--- src/rtl/mtimer.vh ---
// Register offsets and CTRL bit positions for the machine timer.
`ifndef MTIMER_VH
`define MTIMER_VH

`define MTIMER_OFF_MTIME_LO 'h00
`define MTIMER_OFF_MTIME_HI 'h04
`define MTIMER_OFF_CMP_LO   'h08
`define MTIMER_OFF_CMP_HI   'h0C
`define MTIMER_OFF_CTRL     'h10
`define MTIMER_OFF_PRESCALE 'h14

`define MTIMER_CTRL_EN 0
`define MTIMER_CTRL_IE 1

`endif

--- src/rtl/mtimer_pkg.sv ---
// Shared types and reset constants for the machine timer.
package mtimer_pkg;

    // Register slots. The numbering doubles as the index into the
    // per-register word arrays in the top level.
    typedef enum logic [2:0] {
        REG_MTIME_LO = 3'd0,
        REG_MTIME_HI = 3'd1,
        REG_CMP_LO   = 3'd2,
        REG_CMP_HI   = 3'd3,
        REG_CTRL     = 3'd4,
        REG_PRESCALE = 3'd5,
        REG_NONE     = 3'd6
    } mtimer_reg_e;

    localparam int unsigned NUM_REGS = 6;

    localparam logic [63:0] MTIME_RST    = 64'h0;
    localparam logic [63:0] MTIMECMP_RST = 64'hFFFF_FFFF_FFFF_FFFF;

endpackage

--- src/rtl/mtimer_byte_merge.sv ---
// Strobed byte-lane merge: lanes with strb set take new_word, others keep old_word.
module mtimer_byte_merge (
    input  logic [31:0] old_word,
    input  logic [31:0] new_word,
    input  logic [3:0]  strb,
    output logic [31:0] merged
);

    // Per-lane select between old and new byte.
    always_comb begin
        merged = old_word;
        for (int i = 0; i < 4; i++) begin
            if (strb[i]) merged[8*i +: 8] = new_word[8*i +: 8];
        end
    end

endmodule

--- src/rtl/mtimer.sv ---
// Memory-mapped machine timer: prescaled 64-bit mtime, 64-bit mtimecmp,
// CTRL (EN/IE), PRESCALE, and a registered level interrupt.
`include "mtimer.vh"

module mtimer
    import mtimer_pkg::*;
#(
    parameter int ADDR_WIDTH     = 5,
    parameter int PRESCALE_WIDTH = 16
) (
    input  logic                  clk,
    input  logic                  rst_n,
    input  logic                  sel,
    input  logic [ADDR_WIDTH-1:0] addr,
    input  logic [31:0]           wdata,
    input  logic [3:0]            wenable,
    output logic [31:0]           rdata,
    output logic                  irq
);

    logic [63:0]               mtime_q, mtime_d;
    logic [63:0]               cmp_q, cmp_d;
    logic                      en_q, en_d;
    logic                      ie_q, ie_d;
    logic [PRESCALE_WIDTH-1:0] prescale_q, prescale_d;
    logic [PRESCALE_WIDTH-1:0] pcnt_q, pcnt_d;
    logic                      irq_q, irq_d;

    logic [ADDR_WIDTH-1:0]     word_addr;
    mtimer_reg_e               reg_sel;
    logic                      wr;
    logic                      tick;
    logic [31:0]               ctrl_word;

    // Current register words, strobes and merged write results, one slot per register.
    logic [NUM_REGS-1:0][31:0] old_w;
    logic [NUM_REGS-1:0][3:0]  strb_w;
    logic [NUM_REGS-1:0][31:0] merged_w;

    assign word_addr = {addr[ADDR_WIDTH-1:2], 2'b00};
    assign wr        = sel && (wenable != 4'b0000);
    assign tick      = en_q && (pcnt_q == prescale_q);

    // Address decode to a register slot; anything else is unmapped.
    always_comb begin
        reg_sel = REG_NONE;
        if      (word_addr == ADDR_WIDTH'(`MTIMER_OFF_MTIME_LO)) reg_sel = REG_MTIME_LO;
        else if (word_addr == ADDR_WIDTH'(`MTIMER_OFF_MTIME_HI)) reg_sel = REG_MTIME_HI;
        else if (word_addr == ADDR_WIDTH'(`MTIMER_OFF_CMP_LO))   reg_sel = REG_CMP_LO;
        else if (word_addr == ADDR_WIDTH'(`MTIMER_OFF_CMP_HI))   reg_sel = REG_CMP_HI;
        else if (word_addr == ADDR_WIDTH'(`MTIMER_OFF_CTRL))     reg_sel = REG_CTRL;
        else if (word_addr == ADDR_WIDTH'(`MTIMER_OFF_PRESCALE)) reg_sel = REG_PRESCALE;
    end

    // Assemble readable words and gate write strobes to the addressed slot only.
    always_comb begin
        ctrl_word                  = 32'h0;
        ctrl_word[`MTIMER_CTRL_EN] = en_q;
        ctrl_word[`MTIMER_CTRL_IE] = ie_q;
        old_w[REG_MTIME_LO] = mtime_q[31:0];
        old_w[REG_MTIME_HI] = mtime_q[63:32];
        old_w[REG_CMP_LO]   = cmp_q[31:0];
        old_w[REG_CMP_HI]   = cmp_q[63:32];
        old_w[REG_CTRL]     = ctrl_word;
        old_w[REG_PRESCALE] = 32'(prescale_q);
        for (int i = 0; i < NUM_REGS; i++) begin
            strb_w[i] = (wr && (reg_sel == mtimer_reg_e'(i))) ? wenable : 4'b0000;
        end
    end

    // Unselected slots see a zero strobe, so their merged word is the old word.
    for (genvar g = 0; g < NUM_REGS; g++) begin : g_merge
        mtimer_byte_merge u_merge (
            .old_word (old_w[g]),
            .new_word (wdata),
            .strb     (strb_w[g]),
            .merged   (merged_w[g])
        );
    end

    // Reads have no side effects; sel=0 or unmapped offsets return zero.
    always_comb begin
        rdata = 32'h0;
        if (sel && (reg_sel != REG_NONE)) rdata = old_w[reg_sel];
    end

    // Next-state: bus writes to mtime beat the tick, PRESCALE writes restart the prescaler.
    always_comb begin
        mtime_d    = mtime_q;
        cmp_d      = {merged_w[REG_CMP_HI], merged_w[REG_CMP_LO]};
        en_d       = merged_w[REG_CTRL][`MTIMER_CTRL_EN];
        ie_d       = merged_w[REG_CTRL][`MTIMER_CTRL_IE];
        prescale_d = merged_w[REG_PRESCALE][PRESCALE_WIDTH-1:0];
        pcnt_d     = pcnt_q;
        irq_d      = ie_q && (mtime_q >= cmp_q);

        if ((strb_w[REG_MTIME_LO] != 4'b0000) || (strb_w[REG_MTIME_HI] != 4'b0000))
            mtime_d = {merged_w[REG_MTIME_HI], merged_w[REG_MTIME_LO]};
        else if (tick)
            mtime_d = mtime_q + 64'd1;

        if (strb_w[REG_PRESCALE] != 4'b0000)
            pcnt_d = '0;
        else if (en_q)
            pcnt_d = tick ? '0 : pcnt_q + PRESCALE_WIDTH'(1);
    end

    // State registers with synchronous active-low reset.
    always_ff @(posedge clk) begin
        if (!rst_n) begin
            mtime_q    <= MTIME_RST;
            cmp_q      <= MTIMECMP_RST;
            en_q       <= 1'b0;
            ie_q       <= 1'b0;
            prescale_q <= '0;
            pcnt_q     <= '0;
            irq_q      <= 1'b0;
        end else begin
            mtime_q    <= mtime_d;
            cmp_q      <= cmp_d;
            en_q       <= en_d;
            ie_q       <= ie_d;
            prescale_q <= prescale_d;
            pcnt_q     <= pcnt_d;
            irq_q      <= irq_d;
        end
    end

    assign irq = irq_q;

    // Byte offset bits and reserved register bits carry no state.
    logic unused_bits;
    assign unused_bits = ^{addr[1:0], merged_w[REG_CTRL][31:2],
                           merged_w[REG_PRESCALE][31:PRESCALE_WIDTH]};

endmodule

--- config.mk ---
export PLATFORM = sky130hd
export DESIGN_NAME = mtimer
export DESIGN_NICKNAME = d
export VERILOG_FILES = /design/src/rtl/mtimer_pkg.sv /design/src/rtl/mtimer_byte_merge.sv /design/src/rtl/mtimer.sv
export VERILOG_INCLUDE_DIRS = /design/src /design/src/rtl
export SDC_FILE = /design/constraint.sdc
export NUM_CORES = 1
export LEC_CHECK = 0
export CAP_MARGIN = 10
export CORE_ASPECT_RATIO = 1.25
export CORE_MARGIN = 10
export CORE_UTILIZATION = 40
export CTS_CLUSTER_DIAMETER = 50
export DETAILED_ROUTE_END_ITERATION = 10
export PLACE_DENSITY = 0.68
export SETUP_SLACK_MARGIN = 0.1
export SLEW_MARGIN = 40
export SYNTH_ARGS = -nofsm -noshare
export SYNTH_HDL_FRONTEND = slang
export SYNTH_SLANG_ARGS = --single-unit
--- constraint.sdc ---
create_clock -name clk -period 4.8 [get_ports clk]
set_input_delay 0.48 -clock clk [delete_from_list [all_inputs] [get_ports clk]]
set_output_delay 0.48 -clock clk [all_outputs]
set_load 0.03 [all_outputs]
==> flow_summary.yaml, run 1 <==
yosys:
  ys_warn_count: 0
  syn-num-nets: 1583
  synth_seq_cells: 163
  synth.distinct_cells: 74
  synth_edf_count: 0
  avgSynthCellArea_um2: 7.55
  syn_inst: 1473
  yosysTopAreaCellShare_pct: 29.3
  ys_seq_area_share_pct: 29.3
  yosysTopAreaCell: "dfxtp_1"
  netlist_area_um2: 11100
  synth_area_leaders: "dfxtp_1, ha_1, nand2_1"
  async_flop_share_pct: 0
  ys.flop_type: "dfxtp_1"
final_layout:
  fillers: 2796
  design_area_um2: 12700
  nets: 1599
  syn_to_final_growth_pct: 14.4
  diodes: 0
  fin_util_pct: 46.2
  drive_above_1_share_pct: 9.33
routing:
  wire_per_inst_um: 22.2
  drt-pass1-iter-count: 6
  drc_errors: 0
  num_vias: 11700
  via_per_inst: 6.35
  wl_um: 41100
  drtAntennaViolNets: 0
  first_iter_violations: 1335
cts:
  cts-root-buf: "clkbuf_16"
  clk_pin_slew_ns: 0.07
  cts_resized: 0
  cts_tree: "done"
  postCtsHoldBufs: 0
  cts.htree.levels: 4
  cts_max_path_buffers: 2
  cts_sinks: 163
  clk-insertion-delay-late_ns: 0.44
  postCtsSetupBuffers: 0
  numCtsBuffers: 17
global_routing:
  grt_pass1_wl_um: 64300
  gr-usage-all-layers_pct: 23.0
  gr-total-overflow: 0
  grt_max_degree: 70
  grt_pass1_vias: 11200
  antenna_found_initial: 0
power_and_ir_drop:
  cellLeakagePower_uw: 0.00506
  p_per_area_nw_per_um2: 262
  peakVddDrop_mv: 0.186
floorplan:
  die-area_um2: 34900
  fp.dieH_um: 206
  rows: 68
  start_util_pct: 40.4
  ioPinCount: 77
  die_x_um: 169
  core_area_um2: 27600
hold_path:
  holdCritPathClass: "input port to register"
  hold_end: "cmp_q[0]"
  hold_start: "rst_n"
  hold_depth: 2
placement:
  dp_hpwl_um: 29700
  place_congestion: 0.953
  place_area_um2: 12100
  port_buffers: 74
timing:
  max_freq_mhz: 271
  finalHoldViolations: 0
  finalSetupViolCount: 0
  worst_pin_slew_ns: 0.819
  min_period_over_period_pct: 76.8
  slew_viol_final: 0
  rsz0062_at_grt: "false"
  fin_crit_ns: 3.69
  relSlewSlack_pct: 45.3
  setup_tns_ns: 0
  finClkSkew_ns: 0.0102
worst_setup_path:
  path_class: "input port to primary output"
  r2r_cells: 7
  worstReg2RegEnd: "irq"
  end_kind: "primary output"
  rrSetupSlack_ns: 1.76
  worst-path-buf-inv: 3
  slowest_delay_ns: 0.59
  cp_common_cell: "clkdlybuf4s50_1"
  timing.rr.start: "mtime_q[15]"
  cp.required_ns: 4.32
  crit_path_start_kind: "input port"
  cp.arrival_ns: 3.21
  crit_fanout: 22
  path_delay_family: "buffers and inverters"
  cp_cell_sequence: "clkdlybuf4s50_1, buf_4, nand2_1, o221ai_1, a21oi_1, a21o_1, clkdlybuf4s50_1"
  crit_path_top_delay_cell: "clkdlybuf4s50_1"
flow_run:
  cap_violations: 0
outcome:
  status: "finished clean"
-- logic make-up (layout without fill, tap and decap cells) --
logic type,count (synthesis),in the layout,synth area share (%)
multiplexers,4,4,0.360
adder cells (fa/ha/maj),66,66,7.42
XOR/XNOR,30,30,2.36
AND/OR/NAND/NOR,544,544,24.1
flip-flops,163,163,29.3
buffers and inverters,194,222,7.11
AO/OA/AOI/OAI,472,472,29.3
-- routing by layer --
| layer | GRT usage [%] | vias up | wire length [um] |
|---|---|---|---|
| met5 | 0 | - | 0 |
| met4 | 10.4 | 0 | 1650 |
| met3 | 3.60 | 96 | 3450 |
| met2 | 37.5 | 623 | 19100 |
| met1 | 29.2 | 5532 | 16900 |
| li1 | - | 5495 | - |
-- layout make-up --
cell class / count / area [um^2] / area share [%]
multi-input cells: 1116 / 7110 / 55.8
clock buffers: 18 / 439 / 3.45
flip-flops and latches: 163 / 3260 / 25.6
inverters: 88 / 330 / 2.60
clock inverters: 13 / 208 / 1.63
well taps: 350 / 438 / 3.44
repair buffers: 103 / 941 / 7.39
-- worst register-to-register path: cells and delay by family, from the launching register on --
family                     cells  cell delay (ns)
adders and majority gates      1             0.33
AOI/OAI and AO/OA              6             2.01
DFF                            1             0.54
-- cells in the mapped netlist (23+ instances only) --
| cell type | count |
|---|---|
| buf_2 | 27 |
| a21oi_1 | 121 |
| nand4_1 | 39 |
| nand3_1 | 58 |
| o221a_2 | 23 |
| inv_1 | 88 |
| dfxtp_1 | 163 |
| nor3_1 | 24 |
| o21ai_0 | 64 |
| nand2_1 | 208 |
| ha_1 | 66 |
| clkbuf_1 | 67 |
| nor2_1 | 104 |
| a31oi_1 | 23 |
| o211ai_1 | 65 |
-- sequential cells by signal (all words and copies together) (netlist names) --
name	flops
cmp_q	64
en_q	1
ie_q	1
irq	1
mtime_q	64
pcnt_q	16
prescale_q	16
-- placed cells by master, fill, tap and decap left out, types with 18 or more instances in the layout --
cell             instances
o21ai_0                 64
xnor2_1                 18
o221a_2                 23
ha_1                    66
nand3_1                 58
and3_1                  20
o211ai_1                65
a21oi_1                121
nor3_1                  24
nand4_1                 39
clkdlybuf4s50_1         58
nand2_1                208
a31oi_1                 23
o22ai_1                 20
nor2_1                  95
inv_1                   88
dfxtp_1                163
buf_4                   42
-- per-stage QoR --
step	std cells	total power [uW]	hold WS [ns]	worst slack (ns)
floorplan	1473	1630	0.462	2.12
global placement	1820	1790	0.473	1.20
detailed placement	1820	1800	0.477	1.15
CTS	1851	3320	0.358	1.19
global route	1851	3410	0.390	1.10
finish	1851	3330	0.376	1.11
-- worst max path at each step --
stage / startpoint / to / slack, ns / depth (start not counted)
5_1_grt: addr[3] / rdata[8] / 1.10 / 7
4_1_cts: addr[3] / rdata[8] / 1.19 / 7
2_1_floorplan: addr[2] / rdata[11] / 2.12 / 7
3_3_place_gp: wenable[3] / mtime_q[14] / 1.20 / 7
3_5_place_dp: wenable[3] / mtime_q[14] / 1.15 / 7
6_report: addr[3] / rdata[8] / 1.11 / 7
-- report_power, final --
group,internal [uW],switching [uW],total [uW],leakage [uW]
Combinational,131,259,390,0.00344
Sequential,1370,17.0,1390,0.00132
Clock,935,617,1550,0.000304
Note: power is estimated with default switching activity, not from simulation.
==> run 2, diff against run 1 <==
Clock period 4.8 ns to 3.55 ns, I/O delays scaled along.
==> flow_summary.yaml, run 2 (synthesized netlist as in run 1, its figures left out) <==
outcome:
  status: "finished clean"
global_routing:
  gr-usage-all-layers_pct: 23.0
  grt_pass1_wl_um: 64400
  gr-total-overflow: 0
  antenna_found_initial: 0
  grt_pass1_vias: 11300
  grt_max_degree: 87
timing:
  min_period_over_period_pct: 92.0
  finalSetupViolCount: 0
  finalHoldViolations: 0
  finClkSkew_ns: 0.0150
  fin_crit_ns: 3.26
  slew_viol_final: 0
  relSlewSlack_pct: 50.6
  setup_tns_ns: 0
  max_freq_mhz: 306
  worst_pin_slew_ns: 0.736
  rsz0062_at_grt: "false"
final_layout:
  diodes: 0
  design_area_um2: 12800
  reg_top3: "cmp_q x64, mtime_q x64"
  final_common_cell: "nand2_1"
  syn_to_final_growth_pct: 15.4
  regArea_um2: 3260
  drive_above_1_share_pct: 11.1
  multi_input_area_um2: 7090
  fillers: 2776
  final_cell_mix: "nand2_1, dfxtp_1, a21oi_1"
  nets: 1622
worst_setup_path:
  worstReg2RegEnd: "irq"
  critical_path_depth: 7
  timing.rr.start: "mtime_q[13]"
  end_kind: "primary output"
  crit_path_top_delay_cell: "clkdlybuf4s50_1"
  slowest_delay_ns: 0.67
  cp.required_ns: 3.19
  crit_fanout: 13
  r2r_cells: 7
  path_delay_family: "buffers and inverters"
  rrSetupSlack_ns: 0.46
  cp_common_cell: "clkdlybuf4s50_1"
  crit_path_start_kind: "input port"
  worst-path-buf-inv: 2
  path_class: "input port to primary output"
  cp_cell_sequence: "clkdlybuf4s50_1, nand2b_1, nand2_1, o221ai_1, a21oi_1, a21o_1, clkdlybuf4s50_1"
  cp.arrival_ns: 2.91
cts:
  cts-root-buf: "clkbuf_16"
  postCtsSetupBuffers: 0
  cts_tree: "done"
  cts_resized: 0
  clk_pin_slew_ns: 0.07
  clk-insertion-delay-late_ns: 0.45
  cts.htree.levels: 4
  cts_max_path_buffers: 2
  numCtsBuffers: 17
  cts_sinks: 163
  postCtsHoldBufs: 0
hold_path:
  hold_end: "cmp_q[18]"
  holdCritPathClass: "input port to register"
  hold_start: "rst_n"
  hold_depth: 2
placement:
  dp_hpwl_um: 30000
  place_area_um2: 12300
  place_congestion: 0.966
  port_buffers: 74
power_and_ir_drop:
  p_per_area_nw_per_um2: 337
  cellLeakagePower_uw: 0.00520
  peakVddDrop_mv: 0.250
floorplan:
  core_area_um2: 27600
  die_x_um: 169
  start_util_pct: 40.4
  fp.dieH_um: 206
  die-area_um2: 34900
  ioPinCount: 77
  rows: 68
routing:
  via_per_inst: 6.40
  first_iter_violations: 1523
  drt-pass1-iter-count: 7
  wl_um: 41500
  drtAntennaViolNets: 0
  wire_per_inst_um: 22.1
  num_vias: 12000
  drc_errors: 0
flow_run:
  cap_violations: 0
==> run 2: cell count changes in the layout (fill, tap and decap cells not counted), moves of 2 or more <==
cell	delta
buf_12	+5
buf_4	+32
bufinv_16	-3
clkbuf_1	+2
clkdlybuf4s50_1	-14
inv_6	+3
nor2_1	+8
nor2_2	-8
==> run 2: worst max path at each step <==
stage / from / end / slack, ns
floorplan: addr[2] / rdata[11] / 1.12
global placement: addr[3] / rdata[12] / 0.36
detailed placement: addr[3] / rdata[12] / 0.36
CTS: addr[4] / rdata[12] / 0.35
global route: addr[3] / rdata[12] / 0.22
finish: addr[4] / rdata[12] / 0.29
==> run 2: area by class of cell <==
| class | instances | area share [%] |
|---|---|---|
| Multi-Input combinational cell | 1116 | 55.2 |
| Inverter | 88 | 2.57 |
| Tap cell | 350 | 3.41 |
| Clock buffer | 19 | 3.37 |
| Timing Repair Buffer | 126 | 8.89 |
| Clock inverter | 13 | 1.17 |
| Sequential cell | 163 | 25.4 |
==> run 2: stage by stage <==
step	hold slack, ns	power (uW)	setup WS (ns)	instances	utilization [%]
after CTS	0.421	4310	0.351	1875	46.6
after detailed placement	0.478	2440	0.362	1843	44.5
after global placement	0.471	2440	0.355	1843	44.5
after global routing	0.446	4440	0.216	1875	46.6
final	0.457	4330	0.286	1875	46.6
after floorplan	0.462	2200	1.12	1473	-
==> run 2: routing by layer <==
metal	vias up	global-route usage, %	share of wire, %
met1	5695	29.0	41
li1	5564	-	-
met3	100	4.64	8.7
met5	-	0	0
met4	0	9.72	4.1
met2	641	37.4	46
==> run 2: where the power goes <==
group          internal, uW  leakage (uW)  total, uW  switching (uW)
clock network          1050      0.000273       1910             864
logic                   185       0.00361        542             357
registers              1850       0.00132       1870            22.1
